$ cat config.mk
export PLATFORM = sky130hd
export DESIGN_NAME = esc_pin_mux
export DESIGN_NICKNAME = d
export VERILOG_FILES = /design/src/rtl/esc_pin_mux.sv
export SDC_FILE = /design/constraint.sdc
export NUM_CORES = 1
export LEC_CHECK = 0
export BUFFER_PORTS_ARGS = -buffer_cell sky130_fd_sc_hd__buf_2
export CAP_MARGIN = 15
export CORE_ASPECT_RATIO = 1.4
export CORE_MARGIN = 5
export CORE_UTILIZATION = 61
export DETAILED_ROUTE_END_ITERATION = 8
export PLACE_DENSITY = 0.79
export SLEW_MARGIN = 20
export SYNTH_ARGS = -nofsm -noshare
export SYNTH_HDL_FRONTEND = slang
export SYNTH_SLANG_ARGS = --single-unit
$ cat constraint.sdc
create_clock -name clk -period 3.3 [get_ports clk]
set_input_delay 0.495 -clock clk [delete_from_list [all_inputs] [get_ports clk]]
set_output_delay 0.495 -clock clk [all_outputs]
set_load 0.02 [all_outputs]
$ cat src/rtl/esc_pin_mux.sv
// -----------------------------------------------------------------------------
// esc_pin_mux
//
// Pad stage for a single ESC signal pin. Owns the pin driver and arbitrates
// between the DSHOT generator and the half-duplex UART passthrough bridge.
//
// Mode sequencing:
//   DSHOT -> DRAIN (current DSHOT frame finishes)
//         -> SETTLE (pin held idle-high for SETTLE_CYCLES)
//         -> PASS (bridge owns the pin)
//         -> RELEASE (waits for the bridge transmitter to let go, then a guard)
//         -> DSHOT
//
// The pin input is synchronized through two flops. The copy sent to the bridge
// receiver is forced high while this block drives the pin, and for
// GUARD_CYCLES afterwards, so the bridge never hears its own transmission.
//
// Optional feature, selected by the macro ESC_MUX_AUTO_REVERT_EN:
//   defined   - a PASS inactivity counter forces RELEASE after
//               IDLE_TIMEOUT_CYCLES idle cycles, pulses timeout_evt, and sets a
//               lock that blocks re-entry until mode_req returns to 0.
//   undefined - no counter; timeout_evt is 0; PASS exits only on mode_req=0.
//
// Ports:
//   clk              system clock
//   rst              synchronous active-high reset
//   mode_req         1 = passthrough requested, 0 = DSHOT
//   dshot_out        DSHOT generator serial data
//   dshot_busy       DSHOT frame in progress
//   dshot_inhibit    1 = DSHOT generator must not start a new frame
//   serial_tx_out    bridge transmit data
//   serial_tx_oe     bridge output enable
//   serial_rx_in     synchronized, echo-blanked pin data to the bridge
//   serial_activity  bridge activity status
//   passthrough_en   bridge enable
//   pad_in           raw asynchronous pin input
//   pad_out          pin output data
//   pad_oe           pin output enable
//   mode_state       state encoding (DSHOT=0 DRAIN=1 SETTLE=2 PASS=3 RELEASE=4)
//   timeout_evt      one-cycle pulse on an inactivity revert
//
// All outputs are registered. Output registers are loaded from the next state,
// so they change on the same edge as mode_state.
// -----------------------------------------------------------------------------
module esc_pin_mux #(
   parameter int unsigned CLK_FREQ_HZ         = 32'd72_000_000,
   parameter int unsigned SETTLE_CYCLES       = 32'd72_000,
   parameter int unsigned GUARD_CYCLES        = 32'd720,
   parameter int unsigned IDLE_TIMEOUT_CYCLES = 32'd360_000_000
) (
   input  logic       clk,
   input  logic       rst,
   input  logic       mode_req,
   input  logic       dshot_out,
   input  logic       dshot_busy,
   output logic       dshot_inhibit,
   input  logic       serial_tx_out,
   input  logic       serial_tx_oe,
   output logic       serial_rx_in,
   input  logic       serial_activity,
   output logic       passthrough_en,
   input  logic       pad_in,
   output logic       pad_out,
   output logic       pad_oe,
   output logic [2:0] mode_state,
   output logic       timeout_evt
);

   typedef enum logic [2:0] {
      ST_DSHOT   = 3'd0,
      ST_DRAIN   = 3'd1,
      ST_SETTLE  = 3'd2,
      ST_PASS    = 3'd3,
      ST_RELEASE = 3'd4
   } mode_t;

   mode_t       state_r;
   mode_t       state_nxt_s;

   logic [31:0] settle_cnt_r;
   logic [31:0] guard_cnt_r;
   logic [31:0] echo_cnt_r;

   logic        pad_sync1_r;
   logic        pad_sync2_r;

   logic        pad_oe_r;
   logic        pad_out_r;
   logic        serial_rx_r;
   logic        passthrough_en_r;
   logic        dshot_inhibit_r;

   logic        pad_oe_nxt_s;
   logic        pad_out_nxt_s;
   logic        passthrough_en_nxt_s;
   logic        dshot_inhibit_nxt_s;

   logic        timeout_s;
   logic        lock_s;
   logic [31:0] unused_cfg_s;

`ifdef ESC_MUX_AUTO_REVERT_EN
   logic [31:0] idle_cnt_r;
   logic        pad_prev_r;
   logic        lock_r;
   logic        timeout_evt_r;
   logic        idle_clear_s;

   // Any sign of life on the link restarts the inactivity count.
   always_comb begin
      idle_clear_s = 1'b0;
      if (serial_activity || serial_tx_oe || (pad_prev_r && !pad_sync2_r)) begin
         idle_clear_s = 1'b1;
      end else begin
         idle_clear_s = 1'b0;
      end
   end

   // Timeout fires on the last idle count; a same-cycle activity clear wins.
   always_comb begin
      timeout_s = 1'b0;
      if ((state_r == ST_PASS) && !idle_clear_s &&
          (idle_cnt_r == (IDLE_TIMEOUT_CYCLES - 32'd1))) begin
         timeout_s = 1'b1;
      end else begin
         timeout_s = 1'b0;
      end
   end

   // Inactivity counter: zero outside PASS so it starts clean on entry, saturating.
   always_ff @(posedge clk) begin
      if (rst) begin
         idle_cnt_r <= 32'd0;
      end else if ((state_r != ST_PASS) || idle_clear_s) begin
         idle_cnt_r <= 32'd0;
      end else if (idle_cnt_r != 32'hFFFF_FFFF) begin
         idle_cnt_r <= idle_cnt_r + 32'd1;
      end
   end

   // Delayed copy of the synchronized pin for falling-edge detection.
   always_ff @(posedge clk) begin
      if (rst) begin
         pad_prev_r <= 1'b1;
      end else begin
         pad_prev_r <= pad_sync2_r;
      end
   end

   // Lock blocks re-entry after a timeout until the requester drops mode_req;
   // dropping mode_req in the timeout cycle leaves it clear.
   always_ff @(posedge clk) begin
      if (rst) begin
         lock_r        <= 1'b0;
         timeout_evt_r <= 1'b0;
      end else begin
         timeout_evt_r <= timeout_s;
         if (!mode_req) begin
            lock_r <= 1'b0;
         end else if (timeout_s) begin
            lock_r <= 1'b1;
         end
      end
   end

   assign lock_s       = lock_r;
   assign timeout_evt  = timeout_evt_r;
   assign unused_cfg_s = CLK_FREQ_HZ;
`else
   assign timeout_s    = 1'b0;
   assign lock_s       = 1'b0;
   assign timeout_evt  = 1'b0;
   assign unused_cfg_s = CLK_FREQ_HZ ^ IDLE_TIMEOUT_CYCLES ^ {31'd0, serial_activity};
`endif

   // Next-state logic for the pin ownership sequencer.
   always_comb begin
      state_nxt_s = state_r;
      case (state_r)
         ST_DSHOT: begin
            if (mode_req && !lock_s) begin
               state_nxt_s = ST_DRAIN;
            end else begin
               state_nxt_s = ST_DSHOT;
            end
         end
         ST_DRAIN: begin
            if (!mode_req) begin
               state_nxt_s = ST_DSHOT;
            end else if (!dshot_busy) begin
               state_nxt_s = ST_SETTLE;
            end else begin
               state_nxt_s = ST_DRAIN;
            end
         end
         ST_SETTLE: begin
            if (!mode_req) begin
               state_nxt_s = ST_DSHOT;
            end else if (settle_cnt_r == (SETTLE_CYCLES - 32'd1)) begin
               state_nxt_s = ST_PASS;
            end else begin
               state_nxt_s = ST_SETTLE;
            end
         end
         ST_PASS: begin
            if (!mode_req || timeout_s) begin
               state_nxt_s = ST_RELEASE;
            end else begin
               state_nxt_s = ST_PASS;
            end
         end
         ST_RELEASE: begin
            // Guard count only advances while the bridge has released the pin.
            if (!serial_tx_oe && (guard_cnt_r == GUARD_CYCLES)) begin
               state_nxt_s = ST_DSHOT;
            end else begin
               state_nxt_s = ST_RELEASE;
            end
         end
         default: begin
            state_nxt_s = ST_DSHOT;
         end
      endcase
   end

   // Pin and handshake values for the state being entered.
   always_comb begin
      pad_oe_nxt_s         = 1'b1;
      pad_out_nxt_s        = 1'b1;
      passthrough_en_nxt_s = 1'b0;
      dshot_inhibit_nxt_s  = 1'b1;
      case (state_nxt_s)
         ST_DSHOT: begin
            pad_oe_nxt_s         = 1'b1;
            pad_out_nxt_s        = dshot_out;
            passthrough_en_nxt_s = 1'b0;
            dshot_inhibit_nxt_s  = 1'b0;
         end
         ST_DRAIN: begin
            pad_oe_nxt_s         = 1'b1;
            pad_out_nxt_s        = dshot_out;
            passthrough_en_nxt_s = 1'b0;
            dshot_inhibit_nxt_s  = 1'b1;
         end
         ST_SETTLE: begin
            pad_oe_nxt_s         = 1'b1;
            pad_out_nxt_s        = 1'b1;
            passthrough_en_nxt_s = 1'b0;
            dshot_inhibit_nxt_s  = 1'b1;
         end
         ST_PASS: begin
            pad_oe_nxt_s         = serial_tx_oe;
            pad_out_nxt_s        = serial_tx_out;
            passthrough_en_nxt_s = 1'b1;
            dshot_inhibit_nxt_s  = 1'b1;
         end
         ST_RELEASE: begin
            pad_oe_nxt_s         = serial_tx_oe;
            pad_out_nxt_s        = serial_tx_out;
            passthrough_en_nxt_s = 1'b0;
            dshot_inhibit_nxt_s  = 1'b1;
         end
         default: begin
            pad_oe_nxt_s         = 1'b0;
            pad_out_nxt_s        = 1'b0;
            passthrough_en_nxt_s = 1'b0;
            dshot_inhibit_nxt_s  = 1'b1;
         end
      endcase
   end

   // State register.
   always_ff @(posedge clk) begin
      if (rst) begin
         state_r <= ST_DSHOT;
      end else begin
         state_r <= state_nxt_s;
      end
   end

   // Settle counter: counts only while staying in SETTLE, zero otherwise.
   always_ff @(posedge clk) begin
      if (rst) begin
         settle_cnt_r <= 32'd0;
      end else if ((state_r == ST_SETTLE) && (state_nxt_s == ST_SETTLE)) begin
         settle_cnt_r <= settle_cnt_r + 32'd1;
      end else begin
         settle_cnt_r <= 32'd0;
      end
   end

   // Release guard: restarts whenever the bridge drives the pin again.
   always_ff @(posedge clk) begin
      if (rst) begin
         guard_cnt_r <= 32'd0;
      end else if ((state_r == ST_RELEASE) && (state_nxt_s == ST_RELEASE) && !serial_tx_oe) begin
         guard_cnt_r <= guard_cnt_r + 32'd1;
      end else begin
         guard_cnt_r <= 32'd0;
      end
   end

   // Pin output and handshake registers.
   always_ff @(posedge clk) begin
      if (rst) begin
         pad_oe_r         <= 1'b0;
         pad_out_r        <= 1'b0;
         passthrough_en_r <= 1'b0;
         dshot_inhibit_r  <= 1'b0;
      end else begin
         pad_oe_r         <= pad_oe_nxt_s;
         pad_out_r        <= pad_out_nxt_s;
         passthrough_en_r <= passthrough_en_nxt_s;
         dshot_inhibit_r  <= dshot_inhibit_nxt_s;
      end
   end

   // Two-stage synchronizer; idles high like the line itself.
   always_ff @(posedge clk) begin
      if (rst) begin
         pad_sync1_r <= 1'b1;
         pad_sync2_r <= 1'b1;
      end else begin
         pad_sync1_r <= pad_in;
         pad_sync2_r <= pad_sync1_r;
      end
   end

   // Echo guard: reloaded every cycle the pin is driven, so it restarts on each release.
   always_ff @(posedge clk) begin
      if (rst) begin
         echo_cnt_r <= 32'd0;
      end else if (pad_oe_r) begin
         echo_cnt_r <= GUARD_CYCLES;
      end else if (echo_cnt_r != 32'd0) begin
         echo_cnt_r <= echo_cnt_r - 32'd1;
      end
   end

   // Receive data to the bridge, held high while blanked.
   always_ff @(posedge clk) begin
      if (rst) begin
         serial_rx_r <= 1'b1;
      end else if (pad_oe_r || (echo_cnt_r != 32'd0)) begin
         serial_rx_r <= 1'b1;
      end else begin
         serial_rx_r <= pad_sync2_r;
      end
   end

   assign pad_oe         = pad_oe_r;
   assign pad_out        = pad_out_r;
   assign passthrough_en = passthrough_en_r;
   assign dshot_inhibit  = dshot_inhibit_r;
   assign serial_rx_in   = serial_rx_r;
   assign mode_state     = state_r;

endmodule

==> out/qor.yml <==
run_status:
  status: "finished, final reports clean"
placed_design:
  dp_cells: 682
  place.gp.congestion: 0.851
  place_area_mm2: 0.00509
  dp_hpwl_um: 6850
  io_buffer_count: 15
  dp_slack_ns: 0.560
timing:
  hold_slack_ns: 0.332
  final_max_slew_viol_count: 0
  setup_violations: 0
  finClkSkew_ns: 0.00897
  fmax_mhz: 360
  rsz0062_at_grt: "false"
  fin_tns_setup_ns: 0
  post-route-period-util_pct: 84.2
  relSlewSlack_pct: 42.8
  hold_viol: 0
  period_minus_slack_ns: 2.78
  tightest_slew_ns: 0.857
  fin_ws_ns: 0.522
layout:
  drive_gt1_share_pct: 7.89
  utilization_pct: 66.9
  nets: 604
  fin_area_mm2: 0.00539
  syn_to_final_growth_pct: 8.49
  n_antenna_cell: 0
  final_cells: 698
worst_setup_path:
  critPathArrivalTime_ns: 3.03
  critPathKind: "reg -> reg"
  cp-start-kind: "flop"
  path_max_fanout: 12
  crit_required_ns: 3.56
  crit_path_end_kind: "flop"
power_and_ir_drop:
  ir_worst_vdd_v: 0.000294
  total_power_mw: 2.61
  p_leak_nw: 1.72
  power.density_mw_per_mm2: 485
clock_network:
  cts_sinks: 106
  post_cts_buffers: 0
  cts_root_buffer: "clkbuf_16"
  h-tree-depth: 3
  postCtsHoldBufs: 0
  cts_repair_resize_count: 0
  insertion_delay_ns: 0.35
  path_clk_slew_ns: 0.07
  cts_buffer_depth: 2
  numCtsBuffers: 9
  cts_tree: "built"
global_route:
  grt.total_usage_pct: 20.8
  grt_max_degree: 33
  grt_pass1_vias: 3978
  grt_first_pass_wirelength_um: 17000
  antenna_found_initial: 0
  globalRouteOverflowTotal: 0
floorplanning:
  rows: 39
  die_w_um: 86.2
  ios: 18
  core_mm2: 0.00805
  fp.dieH_um: 117
  initial_core_util_pct: 61.7
  die-area_mm2: 0.0101
routing:
  via_count: 4169
  routed_wl_um: 10000
  drtIter0Drc: 215
  drc: 0
  firstDrtPassIters: 4
  vias_per_cell: 5.97
  postRouteAntennaNets: 0
  routedWlPerCell_um: 14.3
logic_synthesis:
  syn_area_per_cell_um2: 8.44
  synth-main-ff-cell: "dfxtp_1"
  synth.distinct_cells: 49
  yosys.area.top_type: "dfxtp_1"
  synthArstFlopShare_pct: 0
  ys_seq_elements: 106
  synth-seq-area-share_pct: 42.7
  syn-cell-area_mm2: 0.00496
  syn_inst: 588
  synth_warnings: 0
  synth.area.top_cells: "dfxtp_1 (43%), nor2_1 (7.0%), xnor2_1 (6.7%)"
  synth-edff-count: 0
  synth_nets: 601
  synth_top_area_share_pct: 42.7
min_path:
  hold_class: "in -> reg"
job:
  maxCapViolCount: 0
## worst max-delay path, cell delays in order, from the launching register on
cell,delay (ns)
dfxtp_1,0.33
or4_4,0.56
or3_1,0.53
or4_4,0.61
or4_1,0.48
a21oi_1,0.16
## final cells by class
type                       instances  area (um^2)
sequential                       106         2120
timing repair buffer              20          113
inverter                          19         71.3
tap                              102          128
fill                             680         2670
multi-input combinational        435         2650
clock inverter                     2         35.0
clock buffer                      14          264
## flip-flops by register name, summed over array words and instances, names as in the netlist
signal          cells
echo_cnt_r         32
pad_oe              1
pad_sync1_r         1
guard_cnt_r        32
settle_cnt_r       32
serial_rx_in        1
dshot_inhibit       1
passthrough_en      1
pad_sync2_r         1
mode_state          3
pad_out             1
## synthesized netlist by cell type (all sizes together), types with 3 or more instances
library cell  instances
inv                  19
clkbuf               25
nand2                30
nand4                25
nor4                 28
a31oi                 3
nor3b                 3
xor2                 27
or3                  20
dfxtp               106
nor2                 93
or2                  10
nand2b                4
and3                  5
a21oi                19
o21ai                10
nand3                26
ha                    4
nor3                 19
or4                  17
nor2b                 3
and4                  9
o211ai                3
o31ai                10
buf                   3
xnor2                38
mux2i                 5
nor4b                 3
## final timing paths
check | cells past startpoint | slack, ns | to | start
max reg2reg | 5 | 0.52 | echo_cnt_r[28] | echo_cnt_r[9]
min | 2 | 0.33 | pad_sync1_r | pad_in
max | 5 | 0.52 | echo_cnt_r[28] | echo_cnt_r[9]
min reg2reg | 1 | 0.41 | pad_sync2_r | pad_sync1_r
## kinds of logic after synthesis
family	synth area share, %
fa+ha+maj	1.01
flops	42.7
compound gates	7.16
mux	1.01
buf+inv	3.81
other cells	0.0755
xor+xnor	11.5
simple gates	32.7
## placed cells by master (no fill, tap or decap), drive strengths merged, types with 14 or more instances in the layout
cell and instances:
or4 17, xnor2 38, nand2 30, nor3 19, nor2 93, nand3 26
buf 20, nor4 28, nand4 25, inv 19, xor2 27, a21oi 19
dfxtp 106, or3 20, clkbuf 14
## layer usage
metal | GRT usage (%) | vias up | wire (um)
li1 | - | 2094 | -
met1 | 23.3 | 1968 | 4370
met2 | 36.7 | 83 | 4950
met3 | 5.65 | 24 | 453
met4 | 9.15 | 0 | 233
met5 | 0 | - | 0
## power breakdown
part	internal, mW	leakage (nW)	switching, mW
sequential	1.30	0.858	0.0209
combinational	0.0854	0.715	0.134
clock	0.629	0.147	0.441
total	2.02	1.72	0.596
Power figures use the tool's default switching activity.
